File: src/rtl/writeback_unit.sv
// writeback_unit: merges functional-unit and data-unit results onto the register-file write port,
// with a small ordered data FIFO, forwarding ports and a pending-write scoreboard.
module writeback_unit #(
    parameter int DATA_FIFO_DEPTH = 2
) (
    input  logic        clk,
    input  logic        rst_n,
    input  logic        func_valid,
    input  logic [4:0]  func_addr,
    input  logic [31:0] func_result,
    input  logic        data_valid,
    output logic        data_ready,
    input  logic [4:0]  data_addr,
    input  logic [31:0] data_result,
    input  logic        issue_enable,
    input  logic [4:0]  issue_addr,
    output logic [31:0] busy,
    output logic        result_enable,
    output logic [4:0]  result_addr,
    output logic [31:0] result,
    output logic [4:0]  result_addr_func,
    output logic [31:0] result_func,
    output logic [4:0]  result_addr_data,
    output logic [31:0] result_data
);
    localparam int PW = DATA_FIFO_DEPTH > 1 ? $clog2(DATA_FIFO_DEPTH) : 1;
    localparam int CW = $clog2(DATA_FIFO_DEPTH + 1);

    logic [4:0]                 f_addr [DATA_FIFO_DEPTH];
    logic [31:0]                f_data [DATA_FIFO_DEPTH];
    logic [DATA_FIFO_DEPTH-1:0] f_live;
    logic [PW-1:0]              head, tail;
    logic [CW-1:0]              count;
    logic                       data_accept, data_discard, pop, bypass, push, head_live, wr_en;
    logic [4:0]                 wr_addr;
    logic [31:0]                wr_data, busy_next;

    function automatic logic [PW-1:0] nxt(input logic [PW-1:0] p);
        return p == PW'(DATA_FIFO_DEPTH - 1) ? '0 : p + 1'b1;
    endfunction

    assign data_ready   = count < CW'(DATA_FIFO_DEPTH);
    assign data_accept  = data_valid && data_ready;
    // Same-cycle data to the func destination is older in program order, so it is dead on arrival.
    assign data_discard = func_valid && func_addr != 5'd0 && func_addr == data_addr;
    assign pop          = !func_valid && count != '0;
    assign bypass       = !func_valid && count == '0 && data_accept;
    assign push         = data_accept && !data_discard && !bypass;
    assign head_live    = count != '0 && f_live[head];

    assign result_addr_func = result_addr;
    assign result_func      = result;
    assign result_addr_data = head_live ? f_addr[head] : 5'd0;
    assign result_data      = head_live ? f_data[head] : 32'd0;

    always_comb begin
        wr_en   = func_valid ? func_addr != 5'd0 : pop ? f_live[head] : bypass && data_addr != 5'd0;
        wr_addr = !wr_en ? 5'd0 : func_valid ? func_addr : pop ? f_addr[head] : data_addr;
        wr_data = !wr_en ? 32'd0 : func_valid ? func_result : pop ? f_data[head] : data_result;
        busy_next = busy;
        if (wr_en)
            busy_next[wr_addr] = 1'b0;
        if (issue_enable && issue_addr != 5'd0)
            busy_next[issue_addr] = 1'b1;
    end

    always_ff @(posedge clk or negedge rst_n) begin
        if (!rst_n) begin
            result_enable <= 1'b0;
            result_addr   <= 5'd0;
            result        <= 32'd0;
            busy          <= 32'd0;
            f_live        <= '0;
            head          <= '0;
            tail          <= '0;
            count         <= '0;
            for (int i = 0; i < DATA_FIFO_DEPTH; i++) begin
                f_addr[i] <= 5'd0;
                f_data[i] <= 32'd0;
            end
        end else begin
            result_enable <= wr_en;
            result_addr   <= wr_addr;
            result        <= wr_data;
            busy          <= busy_next;
            for (int i = 0; i < DATA_FIFO_DEPTH; i++)
                if (func_valid && func_addr != 5'd0 && f_addr[i] == func_addr)
                    f_live[i] <= 1'b0;
            if (pop) begin
                f_live[head] <= 1'b0;
                head         <= nxt(head);
            end
            if (push) begin
                f_addr[tail] <= data_addr;
                f_data[tail] <= data_result;
                f_live[tail] <= data_addr != 5'd0;
                tail         <= nxt(tail);
            end
            count <= count + CW'(push) - CW'(pop);
        end
    end
endmodule
File: config.mk
export PLATFORM = sky130hd
export DESIGN_NAME = writeback_unit
export DESIGN_NICKNAME = d
export VERILOG_FILES = /design/src/rtl/writeback_unit.sv
export SDC_FILE = /design/constraint.sdc
export NUM_CORES = 1
export LEC_CHECK = 0
export BUFFER_PORTS_ARGS = -buffer_cell sky130_fd_sc_hd__buf_2
export CORE_MARGIN = 3
export CORE_UTILIZATION = 55
export DETAILED_ROUTE_END_ITERATION = 10
export PLACE_DENSITY = 0.84
export SLEW_MARGIN = 20
export SYNTH_ARGS = -nofsm -noshare
export SYNTH_HDL_FRONTEND = slang
export SYNTH_SLANG_ARGS = --single-unit
File: constraint.sdc
create_clock -name clk -period 3.9 [get_ports clk]
set_input_delay 0.195 -clock clk [delete_from_list [all_inputs] [get_ports clk]]
set_output_delay 0.195 -clock clk [all_outputs]
set_load 0.005 [all_outputs]
# Word level (Yosys, flattened, before mapping)

Index checks and enable logic that the tools add are counted.

Output and inout bits: 145
ROM bits: 0
Memories kept: 0
Logic and storage cells: 105
Memory bits (writable): 0
Bits in registers: 150
Bits in latches: 0
Input bits: 84

Multiply operators: 0
Eq/ne operators: 3
Muxes and demuxes: 41
Shift-type cells: 0
Bitwise gates (word level): 7
Add/subtract/negate cells: 4
Reduce and logical (&&, ||, !) cells: 26
Div/mod/pow operators: 0
Order comparisons: 12

Operator list:

| kind                                                       | count |
|---|---|
| 2-to-1 mux 32 bit                                          | 10 |
| bitwise mux 64 bit                                         | 1 |
| 2-to-1 mux 5 bit                                           | 8 |
| bitwise AND 32 bit                                         | 1 |
| demux 32 bit (select 1 bit)                                | 1 |
| NOT 32 bit                                                 | 1 |
| bitwise OR 32 bit                                          | 1 |
| logical AND 1 bit                                          | 18 |
| equality test 5 bit                                        | 3 |
| nonzero test 5 bit                                         | 3 |
| less-than comparator 5 x 6 -> 1 bit, second input constant | 2 |
| 2-to-1 mux 1 bit                                           | 12 |
| bitwise mux 10 bit                                         | 1 |
| demux 1 bit (select 5 bit)                                 | 2 |
| >= comparator 5 x 1 -> 1 bit, second input constant        | 2 |
| demux 5 bit (select 1 bit)                                 | 1 |
| >= comparator 2 bit, second input constant                 | 2 |
| less-than comparator 1 x 2 -> 1 bit, second input constant | 2 |
| 2-to-1 mux 2 bit                                           | 2 |
| NOT 1 -> 2 bit                                             | 2 |
| zero test 1 bit                                            | 3 |
| adder 1 bit, second input constant                         | 2 |
| adder 2 x 1 -> 2 bit                                       | 1 |
| bitwise AND 2 bit                                          | 1 |
| 9 further kinds                                            | 11 |

# Logic depth before layout (Yosys ltp)

Gate-level depths: netlist of the first run.

Depth in word-level cells: 16
Mapped depth: 9
Depth with buffers taken out: 8

# Least setup slack after synthesis of the first run

No wires, ideal clock.

Kind: register to register
Start: register count[0]
End: register busy[23]
Arrival time: 1902 ps
Setup time: 134 ps
Clock period less this slack: 2036 ps
Slack: 1864 ps
Buffers on the path: 3
Cell stages (with the launch flop): 9
Data required time: 3766 ps
Path through: dfrtp_1 buf_2 o21ba_2 buf_4 a221o_1 or2_0 buf_2 o41ai_1 o21ai_1

Cells in the longest elaborated chain, start to end: 16
Elaborated cells on any way between the ends: 23
Classes of those cells: order compare: 3; mux: 9; bitwise: 3; reduce/logical: 8

Ends and longest elaborated chain:

| what                                                                                                      | line   | RTL |
|---|---|---|
| start: declaration                                                                                        | 33     | `logic [CW-1:0] count;` |
| start signal: assignment                                                                                  | 99     | `count <= count + CW'(push) - CW'(pop);` |
| less-than comparator 2 bit or zero test 2 bit (tied branches)                                             | 42, 47 |  |
| logical AND 1 bit, on equally long branches                                                               | 43, 47 |  |
| logical AND 1 bit                                                                                         | 47     | `assign bypass = !func_valid && count == '0 && data_accept;` |
| logical AND 1 bit                                                                                         | 57     | `wr_en = func_valid ? func_addr != 5'd0 : pop ? f_live[head] : bypass && data_addr != 5'd0;` |
| 2-to-1 mux 1 bit (2 in series)                                                                            | 57     |  |
| 2-to-1 mux 5 bit                                                                                          | 58     | `wr_addr = !wr_en ? 5'd0 : func_valid ? func_addr : pop ? f_addr[head] : data_addr;` |
| less-than comparator 5 x 6 -> 1 bit (implied by the code) or >= comparator 5 x 1 -> 1 bit (tied branches) | 62     | `busy_next[wr_addr] = 1'b0;` |
| logical AND 1 bit (implied by the code)                                                                   | 62     |  |
| 2-to-1 mux 1 bit (implied by the code)                                                                    | 62     |  |
| demux 1 bit (select 5 bit)                                                                                | 62     |  |
| NOT 32 bit (no source line)                                                                               | -      |  |
| bitwise AND 32 bit (no source line)                                                                       | -      |  |
| 2-to-1 mux 32 bit *                                                                                       | 61     | `if (wr_en)` |
| bitwise OR 32 bit (no source line)                                                                        | -      |  |
| 2-to-1 mux 32 bit *                                                                                       | 63     | `if (issue_enable && issue_addr != 5'd0)` |
| net busy_next[23]                                                                                         | 36     | `logic [31:0] wr_data, busy_next;` |
| end signal: assignment                                                                                    | 85     | `busy <= busy_next;` |
| end: declaration                                                                                          | 17     | `output logic [31:0] busy,` |

Mark *: on every way through the listed nets, which the timed path passes. The rest lies on a longest branch.
A chain may end at the register's enable or synchronous reset.

# Final worst setup path of the first run

Start: register head
End: output port result_addr_data[0]

Cells in the longest elaborated chain, start to end: 5
Elaborated cells on any way between the ends: 8
Classes of those cells: mux: 6; bitwise: 1; reduce/logical: 1

Ends and longest elaborated chain:

| what                                                 | line | RTL |
|---|---|---|
| start: declaration                                   | 32   | `logic [PW-1:0] head, tail;` |
| start signal: assignment                             | 91   | `head <= nxt(head);` |
| NOT 1 -> 2 bit (implied by the code)                 | 53   | `assign result_addr_data = head_live ? f_addr[head] : 5'd0;` |
| 2-to-1 mux 5 bit (implied by the code) (3 in series) | 53   |  |
| 2-to-1 mux 5 bit *                                   | 53   |  |
| end: declaration                                     | 23   | `output logic [4:0] result_addr_data,` |

Every way passes the cells marked *; elsewhere a longest branch is shown, timed or not. The select of a mux whose other input is x is not followed.

==> results by group, run 1 <==
CTS
  • CTS tree: done
  • TritonCTS Buffers: 17
  • CTS Root Cell: clkbuf_16
  • CTS H-Tree Depth: 4
  • Clk Latency, worst-skew pair: 0.41 ns
  • CTS Buffer Depth: 2
  • Clk sinks: 150
  • CTS clk-pin slew, worst paths: 0.06 ns
  • Post-CTS Setup Repair Bufs: 0

Timing
  • Crit share post-route: 69.08%
  • Clock skew: 0.004195 ns
  • Max frequency: 371.2 MHz
  • Setup Viol. Count Final: 0
  • Final setup TNS: 0 ns
  • Min cycle time layout: 2.694 ns
  • Slew @ Worst Pin: 1.054 ns
  • Slew HR: 29.73%
  • RSZ-0062 raised after global routing: no
  • Fin. Hold Viols: 0
  • Hold slack final: 0.02881 ns
  • Slew Viols, Final: 0

Layout
  • Final std cells w/o fill: 1064
  • Synthesis-to-layout area growth: 18.51%
  • Design area: 0.009214 mm²
  • Layout Nets: 962
  • Diodes inserted: 0
  • Share of cells above drive strength 1: 39.98%

Floorplan
  • I/O pin count: 229
  • Row Count: 42
  • Core Region: 0.01351 mm²
  • Die Footprint: 0.01560 mm²
  • Die H: 124.9 µm
  • Horiz. Die Dim: 124.9 µm
  • Initial Util: 57.57%

Global routing
  • First-pass GRT wire length: 31460 µm
  • Overflow after GRT: 0
  • Vias in the first global route: 6069
  • Total GRT Usage: 24.77%
  • Initial antenna violation count: 0
  • Largest net degree at the start of global routing: 95

Logic synthesis
  • Asr flop ratio synth: 100.0%
  • Synthesized Nets: 792
  • Area share of the largest cell type after synthesis: 48.28%
  • FF+latch count, synth: 150
  • Yosys Warn Count: 0
  • Ys flop type: dfrtp_1
  • Syn Area/Cell: 11.01 µm²
  • Cell taking the most area after synthesis: dfrtp_1
  • Top cells by area, synth: dfrtp_1 48%, mux2_4 7.3%, mux2_2 5.5%
  • Number of synthesized flops with an enable pin: 0
  • Post-Syn Instances: 706
  • Register area share after synthesis: 48.28%
  • Cell Area, Synth: 0.007775 mm²
  • Distinct cells, synth: 54

Power
  • Clk network pwr share: 19.7%
  • Worst vdd ir: 405.7 µV
  • Total power: 7814 µW
  • Static Leak: 0.004531 µW
  • Seq pwr share: 36.4%
  • Combinational Power Share: 44.0%
  • Sw Share: 36.70%
  • Power density cells: 848.1 mW/mm²
  • Net Sw Power: 2868 µW
  • Cell Int Power: 4946 µW

Setup path
  • Crit-path leading delay family: simple AND/OR/NAND/NOR gates
  • Cell Chain, Critical Path: mux2i_1, or2_2, nor2_1, buf_2
  • Critical path class: flip-flop to primary output
  • Slowest CP cell: or2_2
  • Critical path arrival: 2.50 ns
  • Crit path buffers/inverters: 1
  • WP data required: 3.70 ns
  • Critical path fanouts, max: 35
  • Largest stage delay on the critical path: 0.72 ns
  • CP startpoint kind: flip-flop
  • Setup crit end kind: primary output

Place
  • Post-placement cell area: 0.008643 mm²
  • IO Port Bufs: 228
  • Routability cong.: 0.9605
  • Detailed placement HPWL: 13500 µm
  • Inst Count DP: 1032

Flow run
  • Max-cap check violation count: 0

Detailed routing
  • Pre-antenna DRT Iters: 5
  • Post-route DRC violation count: 0
  • Final WL: 19510 µm
  • ANT nets after route: 0
  • Iter 0 DRT Violations: 430
  • Vias per inst: 5.742
  • Vias: 6109
  • Wire length per cell: 18.33 µm

Hold path
  • Worst Hold Class: input pin to flip-flop

Status
  • Status: finished, final reports clean
==> flip-flops by register name, summed over array words and instances (netlist names) <==
register       flops
result            32
count              2
result_enable      1
f_addr            10
f_data            64
busy              32
tail               1
result_addr        5
head               1
f_live             2
==> timing repair <==
action	4_1_cts	5_1_grt
setup endpoints to repair	0	0
gates resized for setup	0	0
hold endpoints to repair	92	0
hold buffers	1	0
==> per-layer routing <==
| metal | share of wire [%] | global-route usage [%] | vias to the layer above | wire [µm] |
|---|---|---|---|---|
| met4 | 1.8 | 7.717 | 0 | 343 |
| met3 | 6.7 | 4.931 | 32 | 1310 |
| met5 | 0 | 0 | - | 0 |
| li1 | - | - | 2798 | - |
| met2 | 49 | 41.28 | 270 | 9646 |
| met1 | 42 | 32.81 | 3009 | 8206 |
==> per-stage QoR <==
stage	utilization (%)	setup slack, ns
6_report	68.22	1.206
5_1_grt	68.22	1.034
4_1_cts	68.22	1.190
3_5_place_dp	64.00	1.185
3_3_place_gp	64.00	1.269
2_1_floorplan	-	1.864
==> worst reg2reg max path: cells and delay by family, from the launching register on <==
| family | cells | cell delay, ns |
|---|---|---|
| compound gates | 3 | 0.98 |
| flops | 1 | 0.64 |
| mux | 1 | 0.43 |
| simple gates | 1 | 0.39 |
==> cell usage in the layout (no fill, tap or decap), types with 4 or more instances in the layout <==
cell type	Yosys	routed
xnor2_1	16	16
buf_2	13	227
mux2i_1	38	38
nand2_1	37	37
nor2_1	109	109
a21oi_1	34	34
o31ai_1	31	31
clkbuf_8	0	8
mux2_4	38	38
mux2_2	38	38
o21ai_0	12	12
clkbuf_16	0	17
buf_4	43	8
a211oi_1	33	33
inv_1	11	11
o41ai_1	7	7
clkbuf_1	23	4
dfrtp_1	150	149
nand3_1	9	9
==> final cells by class <==
cell class              instances  area [µm²]
repair buffers                238        1237
multi-input cells             458        3400
fillers                      1015        4292
inverters                      11       41.29
clock buffers                  29       550.5
clock inverters                 2       10.01
well taps                     176       220.2
flip-flops and latches        150        3755
==> power groups by stage <==
stage	combinational [µW]	clock, µW	sequential, µW
after floorplan	2530	0	2720
final	3430	1540	2840
after global routing	3770	1630	2940
after detailed placement	3440	0	2840
after CTS	3460	1570	2840
after global placement	3340	0	2810
==> path summary, 6_finish.rpt <==
check,from,to,slack (ns),cells after the start
hold / removal,func_result[22],result[22],0.03,3
hold reg to reg,busy[2],busy[2],0.50,2
setup / recovery,head,result_addr_data[0],1.21,4
min in group asynchronous,rst_n,busy[30],0.43,2
max in group asynchronous,rst_n,f_data[12],2.50,3
setup reg to reg,head,busy[1],1.32,5
==> cells by family after synthesis <==
group | Yosys count | synth area share, %
flops | 150 | 48.28
buf+inv | 98 | 8.143
xor+xnor | 19 | 2.140
mux | 114 | 17.73
compound gates | 138 | 12.79
fa+ha+maj | 2 | 0.3218
simple gates | 185 | 10.59
==> synth_stat cells, types with 2 or more instances <==
cell / instances
nand2b_1: 3
xnor2_1: 16
nor4b_1: 2
or4_1: 3
mux2_2: 38
nor3b_1: 3
or2_2: 3
o21ai_0: 12
buf_2: 13
a221o_1: 3
ha_1: 2
buf_4: 43
and2_1: 3
inv_1: 11
o211a_1: 2
o41ai_1: 7
dfrtp_1: 150
mux2_4: 38
a211oi_1: 33
o31ai_1: 31
o311ai_0: 3
nor2_4: 2
nor4_1: 2
nand3_1: 9
clkbuf_1: 23
nand2_1: 37
buf_6: 3
nor2_1: 109
xor2_1: 3
nand3b_1: 2
mux2i_1: 38
a21oi_1: 34
buf_12: 4
No activity file was read; power rests on OpenSTA's default activity.
==> run 2, diff against run 1 <==
CORE_UTILIZATION = 47   (was 55)
PLACE_DENSITY = 0.77   (was 0.84)
clock period = 2.4 ns   (was 3.9 ns; I/O delays follow)
==> run 2 against run 1 <==
Sequential share of layout area decreased by 3.4 points; clock power is 68% higher; clock skew increased by 0.0058 ns.
==> results by group, run 2 (same netlist as run 1, synthesis figures left out) <==
Timing
  • Setup Viol. Count Final: 0 (unchanged)
  • Slew HR: 46.56% (+17 points)
  • RSZ-0062 raised after global routing: no
  • Crit share post-route: 94.81%
  • Min cycle time layout: 2.275 ns
  • Max frequency: 439.5 MHz
  • Fin. Hold Viols: 0 (unchanged)
  • Slew @ Worst Pin: 0.8015 ns (-0.2525 ns)
  • Slew Viols, Final: 0 (unchanged)
  • Clock skew: 0.01004 ns (+0.005843 ns)
  • Final setup TNS: 0 ns (unchanged)
  • Setup ws final: 0.1247 ns (-1.081 ns)

Global routing
  • Overflow after GRT: 0 (unchanged)
  • First-pass GRT wire length: 33500 µm (+6.5%)
  • Initial antenna violation count: 0 (unchanged)
  • Vias in the first global route: 6474 (+6.7%)
  • Total GRT Usage: 23.28% (-1.5 points)
  • Largest net degree at the start of global routing: 151 (+59%)

Floorplan
  • Core Region: 0.01606 mm² (+19%)
  • Row Count: 46 (+9.5%)
  • Initial Util: 48.42% (-9.2 points)
  • I/O pin count: 229 (unchanged)
  • Die Footprint: 0.01812 mm² (+16%)
  • Die H: 134.6 µm (+7.8%)
  • Horiz. Die Dim: 134.6 µm (+7.8%)

CTS
  • CTS tree: done
  • Post-CTS Setup Repair Bufs: 0 (unchanged)
  • Clk Latency, worst-skew pair: 0.43 ns (+0.02 ns)
  • CTS Buffer Depth: 2 (unchanged)
  • CTS H-Tree Depth: 4 (unchanged)
  • Clk sinks: 150 (unchanged)
  • CTS clk-pin slew, worst paths: 0.06 ns (about the same)
  • TritonCTS Buffers: 17 (unchanged)
  • CTS Root Cell: clkbuf_16

Detailed routing
  • Pre-antenna DRT Iters: 4 (-1)
  • Post-route DRC violation count: 0 (unchanged)
  • ANT nets after route: 0 (unchanged)
  • Vias: 6425 (+5.2%)
  • Routed length on met3: 1179 µm (-10%)
  • Final WL: 21090 µm (+8.1%)
  • Iter 0 DRT Violations: 337 (-22%)
  • Vias per inst: 5.454 (-5.0%)
  • Max layer used: met4
  • M1 WL: 8881 µm (+8.2%)
  • Met2 wire length: 10640 µm (+10%)
  • Wire length per cell: 17.90 µm (-2.3%)

Place
  • Routability cong.: 0.9246 (-3.7%)
  • Detailed placement HPWL: 13650 µm (+1.1%)
  • Inst Count DP: 1078 (+4.5%)
  • IO Port Bufs: 228 (unchanged)
  • DP Worst Slack: 0.1849 ns (-1.000 ns)

Hold path
  • Worst Hold Class: input pin to flip-flop
  • Worst hold stages: 2 (-1)

Setup path
  • Critical path arrival: 2.57 ns (+0.07 ns)
  • Setup crit end kind: flip-flop
  • WP data required: 2.69 ns (-1.01 ns)
  • Critical path fanouts, max: 11 (-69%)
  • R2r worst-path depth: 5 (unchanged)
  • CP startpoint kind: flip-flop
  • Critical path class: flip-flop to flip-flop

Flow run
  • Max-cap check violation count: 0 (unchanged)

Layout
  • Layout Nets: 1035 (+7.6%)
  • Synthesis-to-layout area growth: 29.38%
  • Final std cells w/o fill: 1178 (+11%)
  • Most frequent cells in the layout: 227 x buf_2, 149 x dfrtp_1, 108 x nor2_1, 68 x dlygate4sd3_1
  • Diodes inserted: 0 (unchanged)
  • Commonest non-fill, non-tap cell in the layout: buf_2
  • Share of cells above drive strength 1: 38.15% (-1.8 points)
  • Top reg by flops: f_data
  • Biggest regs: f_data: 64 flops, busy: 32 flops, result: 32 flops
  • Max reg flops: 64 (unchanged)

Power
  • Total power: 13120 µW (+68%)
  • Power density cells: 1304 mW/mm² (+54%)
  • Static Leak: 0.004863 µW (+7.3%)
  • Worst vdd ir: 631.2 µV (+56%)

Status
  • Status: finished, final reports clean
[run 2: cell count changes in the layout (fill, tap and decap cells not counted), sizes merged]
cell,delta
clkinv,+4
bufinv,+1
dlygate4sd3,+67
clkbuf,-12
buf,+6
clkinvlp,+2
inv,+6
[run 2: final cells by class]
class | count | area (µm²)
well taps | 216 | 270.3
fillers | 1236 | 5998
multi-input cells | 458 | 3405
clock buffers | 17 | 425.4
inverters | 11 | 41.29
clock inverters | 15 | 147.6
repair buffers | 311 | 2016
flip-flops and latches | 150 | 3755
[run 2: per-stage QoR]
| stage | utilization [%] | area, µm² | hold slack (ns) |
|---|---|---|---|
| after global placement | 54.81 | 8801 | 0.3156 |
| after detailed placement | 54.81 | 8801 | 0.3206 |
| after global routing | 62.65 | 10060 | 0.02746 |
| after floorplan | - | 7775 | -0.1756 |
| after CTS | 62.63 | 10060 | 0.008252 |
| final | 62.65 | 10060 | 0.03431 |
[run 2: critical path: stages, from the launching register on]
cell and delay [ns]:
dfrtp_1 0.49, or4b_4 0.59, o311a_1 0.16, or2_0 0.40, o41ai_1 0.40, o21ai_1 0.11
[run 2: final timing paths]
| check | startpoint | to | slack (ns) |
|---|---|---|---|
| max | count[1] | busy[23] | 0.12 |
| min | data_addr[2] | f_addr[7] | 0.03 |
| max reg2reg | count[1] | busy[23] | 0.12 |
| min reg2reg | busy[26] | busy[26] | 0.50 |
| max in group asynchronous | rst_n | head | 1.38 |
| min in group asynchronous | rst_n | result[9] | 0.39 |
[run 2: routing by layer]
| metal | global-route usage (%) | vias to the layer above |
|---|---|---|
| met3 | 4.620 | 34 |
| met2 | 40.22 | 259 |
| met5 | 0 | - |
| met4 | 7.410 | 0 |
| met1 | 29.57 | 3179 |
| li1 | - | 2953 |
[run 2: power by group]
group          leakage [µW]  switching (µW)  internal (µW)
registers           0.00183             804           3770
logic               0.00276            3010           2960
clock network      0.000278            1130           1450
[run 2: timing repair]
action / CTS / global route
resized for setup: 1 / 1
hold buffers: 68 / 0
endpoints found under the hold margin: 248 / 0
setup endpoints to repair: 1 / 35
